[src/rtl/keypad_pkg.sv]
// Shared constants, FSM state type and small bit helpers for the keypad scanner.
package keypad_pkg;
  localparam int NUM_COLS = 4;
  localparam int NUM_ROWS = 4;
  localparam int CODE_W   = 8;
  localparam logic [CODE_W-1:0] IDLE_CODE = 8'h00;

  typedef enum logic [1:0] {IDLE, CONFIRM, HELD, RELEASE} kp_state_e;

  // Isolate the lowest set bit (lowest row index wins).
  function automatic logic [NUM_ROWS-1:0] lowest_onehot(input logic [NUM_ROWS-1:0] v);
    lowest_onehot = v & (~v + NUM_ROWS'(1));
  endfunction

  // True when more than one bit is set.
  function automatic logic multi_hot(input logic [NUM_ROWS-1:0] v);
    multi_hot = (v & (v - NUM_ROWS'(1))) != '0;
  endfunction
endpackage

[src/rtl/keypad_scan_sync2.sv]
// Two-flop synchronizer, parameterized width, for asynchronous keypad rows.
module sync2 #(
  parameter int WIDTH = 4
) (
  input  logic             clk,
  input  logic             rst,
  input  logic [WIDTH-1:0] i_d,
  output logic [WIDTH-1:0] o_q
);
  logic [WIDTH-1:0] r_meta;
  logic [WIDTH-1:0] r_sync;

  // Double-register the async input; cleared in reset.
  always_ff @(posedge clk or negedge rst) begin
    if (!rst) begin
      r_meta <= '0;
      r_sync <= '0;
    end else begin
      r_meta <= i_d;
      r_sync <= r_meta;
    end
  end

  assign o_q = r_sync;
endmodule

[src/rtl/keypad_scan.sv]
// 4x4 keypad scanner: column rotation on a scan tick, per-frame candidate
// code, and a frame-based debounce FSM producing a registered key code.
// Optional macro KEYSCAN_GHOST_REJECT_EN: frames with more than one pressed
// key yield an empty candidate instead of the lowest-column/lowest-row key.
module keypad_scan import keypad_pkg::*; #(
  parameter int CLK_HZ          = 50_000_000,
  parameter int SCAN_HZ         = 1_000,
  parameter int DEBOUNCE_FRAMES = 4
) (
  input  logic                clk,
  input  logic                rst,
  input  logic [NUM_ROWS-1:0] rows,
  output logic [NUM_COLS-1:0] cols,
  output logic [CODE_W-1:0]   diods,
  output logic                key_press
);
  localparam int DIV = CLK_HZ / SCAN_HZ;
  localparam int TW  = (DIV > 1) ? $clog2(DIV) : 1;
  localparam int CW  = $clog2(DEBOUNCE_FRAMES + 1);
  localparam logic [TW-1:0] TICK_LAST = TW'(DIV - 1);
  localparam logic [CW-1:0] CNT_MAX   = CW'(DEBOUNCE_FRAMES);
  localparam logic [CW-1:0] CNT_ONE   = CW'(1);

  logic [TW-1:0]       r_tick_cnt;
  logic [NUM_COLS-1:0] r_cols;
  logic [NUM_ROWS-1:0] w_rows_s;
  logic                w_tick;
  logic                w_frame_end;
  logic [NUM_ROWS-1:0] w_row_low;
  logic                w_hit;
  logic [NUM_COLS-1:0] w_col_onehot;
  logic [CODE_W-1:0]   w_samp_code;
  logic [CODE_W-1:0]   w_cand_code;
  logic [CODE_W-1:0]   w_cand;
  logic                r_acc_found;
  logic [CODE_W-1:0]   r_acc_code;

  kp_state_e           r_state, w_state_nx;
  logic [CW-1:0]       r_frame_cnt, w_cnt_nx, w_cnt_inc;
  logic [CODE_W-1:0]   r_pend, w_pend_nx;
  logic [CODE_W-1:0]   r_diods, w_diods_nx;
  logic                r_press, w_press_nx;

  sync2 #(.WIDTH(NUM_ROWS)) u_sync (
    .clk (clk),
    .rst (rst),
    .i_d (rows),
    .o_q (w_rows_s)
  );

  assign w_tick       = (r_tick_cnt == TICK_LAST);
  assign w_frame_end  = w_tick && !r_cols[NUM_COLS-1];
  assign w_col_onehot = ~r_cols;
  assign w_row_low    = ~w_rows_s;
  assign w_hit        = |w_row_low;
  assign w_samp_code  = {w_col_onehot, lowest_onehot(w_row_low)};
  // Earlier columns take priority; the current sample only counts if nothing was seen yet.
  assign w_cand_code  = r_acc_found ? r_acc_code : (w_hit ? w_samp_code : IDLE_CODE);

`ifdef KEYSCAN_GHOST_REJECT_EN
  logic r_acc_multi;
  logic w_multi;
  assign w_multi = r_acc_multi | multi_hot(w_row_low) | (r_acc_found & w_hit);
  assign w_cand  = w_multi ? IDLE_CODE : w_cand_code;

  // Remember whether more than one key has been seen in the current frame.
  always_ff @(posedge clk or negedge rst) begin
    if (!rst)             r_acc_multi <= 1'b0;
    else if (w_frame_end) r_acc_multi <= 1'b0;
    else if (w_tick)      r_acc_multi <= w_multi;
  end
`else
  assign w_cand = w_cand_code;
`endif

  // Scan tick divider; wraps to 0 on the tick.
  always_ff @(posedge clk or negedge rst) begin
    if (!rst)        r_tick_cnt <= '0;
    else if (w_tick) r_tick_cnt <= '0;
    else             r_tick_cnt <= r_tick_cnt + TW'(1);
  end

  // Rotate the single low column on each tick, starting at column 0.
  always_ff @(posedge clk or negedge rst) begin
    if (!rst)        r_cols <= 4'b1110;
    else if (w_tick) r_cols <= {r_cols[NUM_COLS-2:0], r_cols[NUM_COLS-1]};
  end

  // Accumulate the first hit of the frame; cleared at every frame end.
  always_ff @(posedge clk or negedge rst) begin
    if (!rst) begin
      r_acc_found <= 1'b0;
      r_acc_code  <= IDLE_CODE;
    end else if (w_frame_end) begin
      r_acc_found <= 1'b0;
      r_acc_code  <= IDLE_CODE;
    end else if (w_tick && !r_acc_found && w_hit) begin
      r_acc_found <= 1'b1;
      r_acc_code  <= w_samp_code;
    end
  end

  assign w_cnt_inc = (r_frame_cnt >= CNT_MAX) ? r_frame_cnt : r_frame_cnt + CNT_ONE;

  // Debounce FSM state and outputs register.
  always_ff @(posedge clk or negedge rst) begin
    if (!rst) begin
      r_state     <= IDLE;
      r_frame_cnt <= '0;
      r_pend      <= IDLE_CODE;
      r_diods     <= IDLE_CODE;
      r_press     <= 1'b0;
    end else begin
      r_state     <= w_state_nx;
      r_frame_cnt <= w_cnt_nx;
      r_pend      <= w_pend_nx;
      r_diods     <= w_diods_nx;
      r_press     <= w_press_nx;
    end
  end

  // Debounce decisions, taken only at frame end.
  always_comb begin
    w_state_nx = r_state;
    w_cnt_nx   = r_frame_cnt;
    w_pend_nx  = r_pend;
    w_diods_nx = r_diods;
    w_press_nx = 1'b0;
    if (w_frame_end) begin
      unique case (r_state)
        IDLE: if (w_cand != IDLE_CODE) begin
          if (CNT_ONE >= CNT_MAX) begin
            w_state_nx = HELD;
            w_diods_nx = w_cand;
            w_press_nx = 1'b1;
            w_cnt_nx   = '0;
          end else begin
            w_state_nx = CONFIRM;
            w_pend_nx  = w_cand;
            w_cnt_nx   = CNT_ONE;
          end
        end
        CONFIRM: begin
          if (w_cand == IDLE_CODE) begin
            w_state_nx = IDLE;
            w_cnt_nx   = '0;
          end else if (w_cand != r_pend) begin
            w_pend_nx  = w_cand;
            w_cnt_nx   = CNT_ONE;
          end else if (w_cnt_inc >= CNT_MAX) begin
            w_state_nx = HELD;
            w_diods_nx = r_pend;
            w_press_nx = 1'b1;
            w_cnt_nx   = '0;
          end else begin
            w_cnt_nx   = w_cnt_inc;
          end
        end
        HELD: if (w_cand != r_diods) begin
          if (CNT_ONE >= CNT_MAX) begin
            w_state_nx = IDLE;
            w_diods_nx = IDLE_CODE;
            w_cnt_nx   = '0;
          end else begin
            w_state_nx = RELEASE;
            w_cnt_nx   = CNT_ONE;
          end
        end
        RELEASE: begin
          if (w_cand == r_diods) begin
            w_state_nx = HELD;
            w_cnt_nx   = '0;
          end else if (w_cnt_inc >= CNT_MAX) begin
            w_state_nx = IDLE;
            w_diods_nx = IDLE_CODE;
            w_cnt_nx   = '0;
          end else begin
            w_cnt_nx   = w_cnt_inc;
          end
        end
        default: w_state_nx = IDLE;
      endcase
    end
  end

  assign cols      = r_cols;
  assign diods     = r_diods;
  assign key_press = r_press;
endmodule

[config.mk]
export PLATFORM = sky130hd
export DESIGN_NAME = keypad_scan
export DESIGN_NICKNAME = d
export VERILOG_FILES = /design/src/rtl/keypad_pkg.sv /design/src/rtl/keypad_scan_sync2.sv /design/src/rtl/keypad_scan.sv
export SDC_FILE = /design/constraint.sdc
export NUM_CORES = 1
export LEC_CHECK = 0
export ABC_AREA = 1
export BUFFER_PORTS_ARGS = -buffer_cell sky130_fd_sc_hd__buf_4
export CAP_MARGIN = 10
export CORE_UTILIZATION = 60
export CTS_BUF_LIST = sky130_fd_sc_hd__clkbuf_8
export CTS_CLUSTER_DIAMETER = 60
export DETAILED_ROUTE_END_ITERATION = 8
export PLACE_DENSITY_LB_ADDON = 0.12
export SYNTH_ARGS = -nofsm -noshare
export SYNTH_HDL_FRONTEND = slang
export SYNTH_SLANG_ARGS = --single-unit
[constraint.sdc]
create_clock -name clk -period 2.44 [get_ports clk]
set_input_delay 0 -clock clk [delete_from_list [all_inputs] [get_ports clk]]
set_output_delay 0 -clock clk [all_outputs]
set_load 0.01 [all_outputs]
==> run metrics <==
max layer used met4; register area between 1000 and 1500 um^2; row count 26; M1 wire length 3200 um; Iter 0 DRT Violations 252; count of warnings emitted by yosys 0; XOR/XNOR Fraction of Synth Area less than 1%; overall die width between 70 and 80 um; number of global-route vias before repair between 2000 and 3000; Routed WL per cell roughly 13 um; setup bufs post-CTS 0; crit path cell chain inv_2, nand2_1, nand2_1, nand2_1, nand2_1, nand3_1, nor2_2, nand2_1, nor2_2, nand2_2, o21ai_4, nand2_4, nand2_1, nand2_1; Post-synth top cells nand2_1 (128), inv_1 (68), dfrtp_1 (56); height of the die 75.0 um; max incr delay on CP roughly 0.52 ns; area occupied by multi-input gates 1420 um^2; synth top area cells dfrtp_1 (44%), nand2_1 (15%), nand3_1 (8.0%), inv_1 (8.0%), nor2_1 (5.3%); Num Clock Sinks 59; CP Launch Type register; MaxCap Viol Count 0; met2 wire len approximately 3300 um; area leader, netlist dfrtp_1; Antenna Cells 0; Lkg Pwr roughly 1.9 nW; initial antenna violation count 0; antenna viol nets, final 0; Max IR drop VDD ~0.45 mV; Finish-stage setup viols 0; flops & latches, synth just under 60; IO Pins 19; Post-synth ARST share 100%; TritonCTS buffer count 9; worst r2r src r_acc_found$_DFFE_PN0P_; area delta synth->final 13.9%; DRT Pass-1 Iters 5; via count 2877; first-pass GRT wire length 11400 um; mux cell area share after synthesis 0%; initial core utilization 62.6%; min Tclk post-route approximately 2.2 ns; setup TNS 0 ns; worst path arrival time about 2.4 ns; H-Tree Depth 3; total power ~1.9 mW; GP Congestion 0.912; Clock Skew ~0.0078 ns; core area slightly above 5000 um^2; Post-synth EDFFs 0; critical path class register to register; Synth Area in Compound Gates under 10%; clock tree from TritonCTS built; Mapped Cells 437; most used cell along the critical path nand2_1; net count after synthesis 446; routed vias/inst about 5.3; post-synth top area share a little over two fifths; R2R setup slack ~0.23 ns; root buffer cell clkbuf_8; min-delay worst type primary input to async pin; met3 wire len about 330 um; worst-margin pin slew approximately 0.72 ns; RSZ-0062 raised after global routing no; grt ovf 0; Crit-path slowest cell dfrtp_2; Mean Syn Cell Area 7.31 um^2; largest family of logic cells by synthesized area simple AND/OR/NAND/NOR gates; worst reg2reg path endpoint diods[2]$_DFFE_PN0P_; GRT Total Usage 28.1%; Clk pin slew, worst setup/hold paths 0.06 ns; drt total wl ~7000 um; sequential element share of the synthesized area between 40 and 50%; share of post-route cells with drive strength above 1 between 10% and 20%; clock latency on the worst-skew pair about 0.33 ns; dominant cell by count in the synthesized netlist nand2_1; Port Buffers 18; area share of and/or/nand/nor cells after synthesis 35.9%; PwrDens 520 nW/um^2; fillers 421; HPWL after DPL 5060 um; Max Slew Vio Count 0; Worst EP required 2.67 ns; crit path max fanout 15; DRC Markers 0; outcome finished, final reports clean; top_reg_cell synth dfrtp_1; endpoint class of the critical path register; Synth Area in Adders approximately 1.2%; Slew headroom ~52%; reg2reg path depth 14; synth unique cells 32; Post-Syn Area 3200 um^2; Hold WS about 0.27 ns; Tcrit/Tclk final 90.5%; die area 5620 um^2; Max clock buf depth 2; Final nets ~480; pin count of the biggest net entering global routing 60; Fmax roughly 0.45 GHz; Final Hold Vio Count 0
## state kept, by name (all words and copies together), names as in the netlist
name and count:
r_state 2, diods 8, r_acc_code 8, r_acc_found 1, u_sync.r_meta 4, cols 4, r_pend 8, key_press 1
r_frame_cnt 3, r_tick_cnt 16, u_sync.o_q 4
## layout by cell type, fill, tap and decap left out, types with 5 or more instances in the layout
cell and count:
clkbuf_8 10, dfrtp_1 54, nand3_1 51, nor2_1 44, o21ai_1 6, inv_1 68
nor2_2 7, o21ai_0 17, buf_4 20, nand4_1 13, nand2_1 127, nand2_2 5
a21oi_1 7, dlygate4sd3_1 5
## worst max path at each step
| stage | start | end | slack, ns | cells after the start |
|---|---|---|---|---|
| after floorplan | r_tick_cnt[0]$_DFF_PN0_ | r_acc_code[4]$_DFFE_PN0P_ | 0.61 | 12 |
| after global placement | r_acc_found$_DFFE_PN0P_ | diods[1]$_DFFE_PN0P_ | 0.12 | 12 |
| after detailed placement | r_acc_found$_DFFE_PN0P_ | diods[2]$_DFFE_PN0P_ | 0.10 | 12 |
| after CTS | r_acc_found$_DFFE_PN0P_ | diods[2]$_DFFE_PN0P_ | 0.09 | 12 |
| after global routing | r_acc_found$_DFFE_PN0P_ | diods[2]$_DFFE_PN0P_ | 0.04 | 14 |
| final | r_acc_found$_DFFE_PN0P_ | diods[2]$_DFFE_PN0P_ | 0.23 | 14 |
## where the power goes
group	switching, mW	internal (mW)
clock	0.354	0.480
combinational	0.0460	0.0214
sequential	0.00474	0.986
## cell type report
class | count | area share [%]
clock buffer | 10 | 3.78
clock inverter | 4 | 1.20
inverter | 72 | 7.42
multi-input combinational | 301 | 39.0
sequential | 59 | 40.7
tap | 70 | 2.41
timing repair buffer | 25 | 5.50
## cells by family after synthesis
group           Yosys count
compound gates           36
xor+xnor                  3
fa+ha+maj                 3
buf+inv                  77
flops                    59
simple gates            259
## metrics by stage
step | utilization (%) | area (um^2) | cells | setup slack, ns
2_1_floorplan | - | 3200 | 437 | 0.608
6_report | 71.3 | 3640 | 541 | 0.232
4_1_cts | 71.1 | 3630 | 541 | 0.0878
3_3_place_gp | 66.5 | 3400 | 522 | 0.117
3_5_place_dp | 66.5 | 3400 | 522 | 0.102
5_1_grt | 71.3 | 3640 | 541 | 0.0434
## worst max-delay path: cells and delay by family, from the launching register on
family | cells | cell delay, ns
AO/OA/AOI/OAI | 1 | 0.30
buffers and inverters | 1 | 0.17
flip-flops | 1 | 0.52
AND/OR/NAND/NOR | 12 | 1.12
## layer usage
layer  GRT usage (%)  vias up
met5               0        -
met4            12.8        0
met3            6.16       14
met1            37.3     1338
li1                -     1439
met2            44.2       86
## timing repair
action,4_1_cts,5_1_grt
endpoints found under the hold margin,60,0
hold buffers,5,0
resized for setup,0,6
setup endpoints to repair,0,21
(Power assumes the default switching activity.)
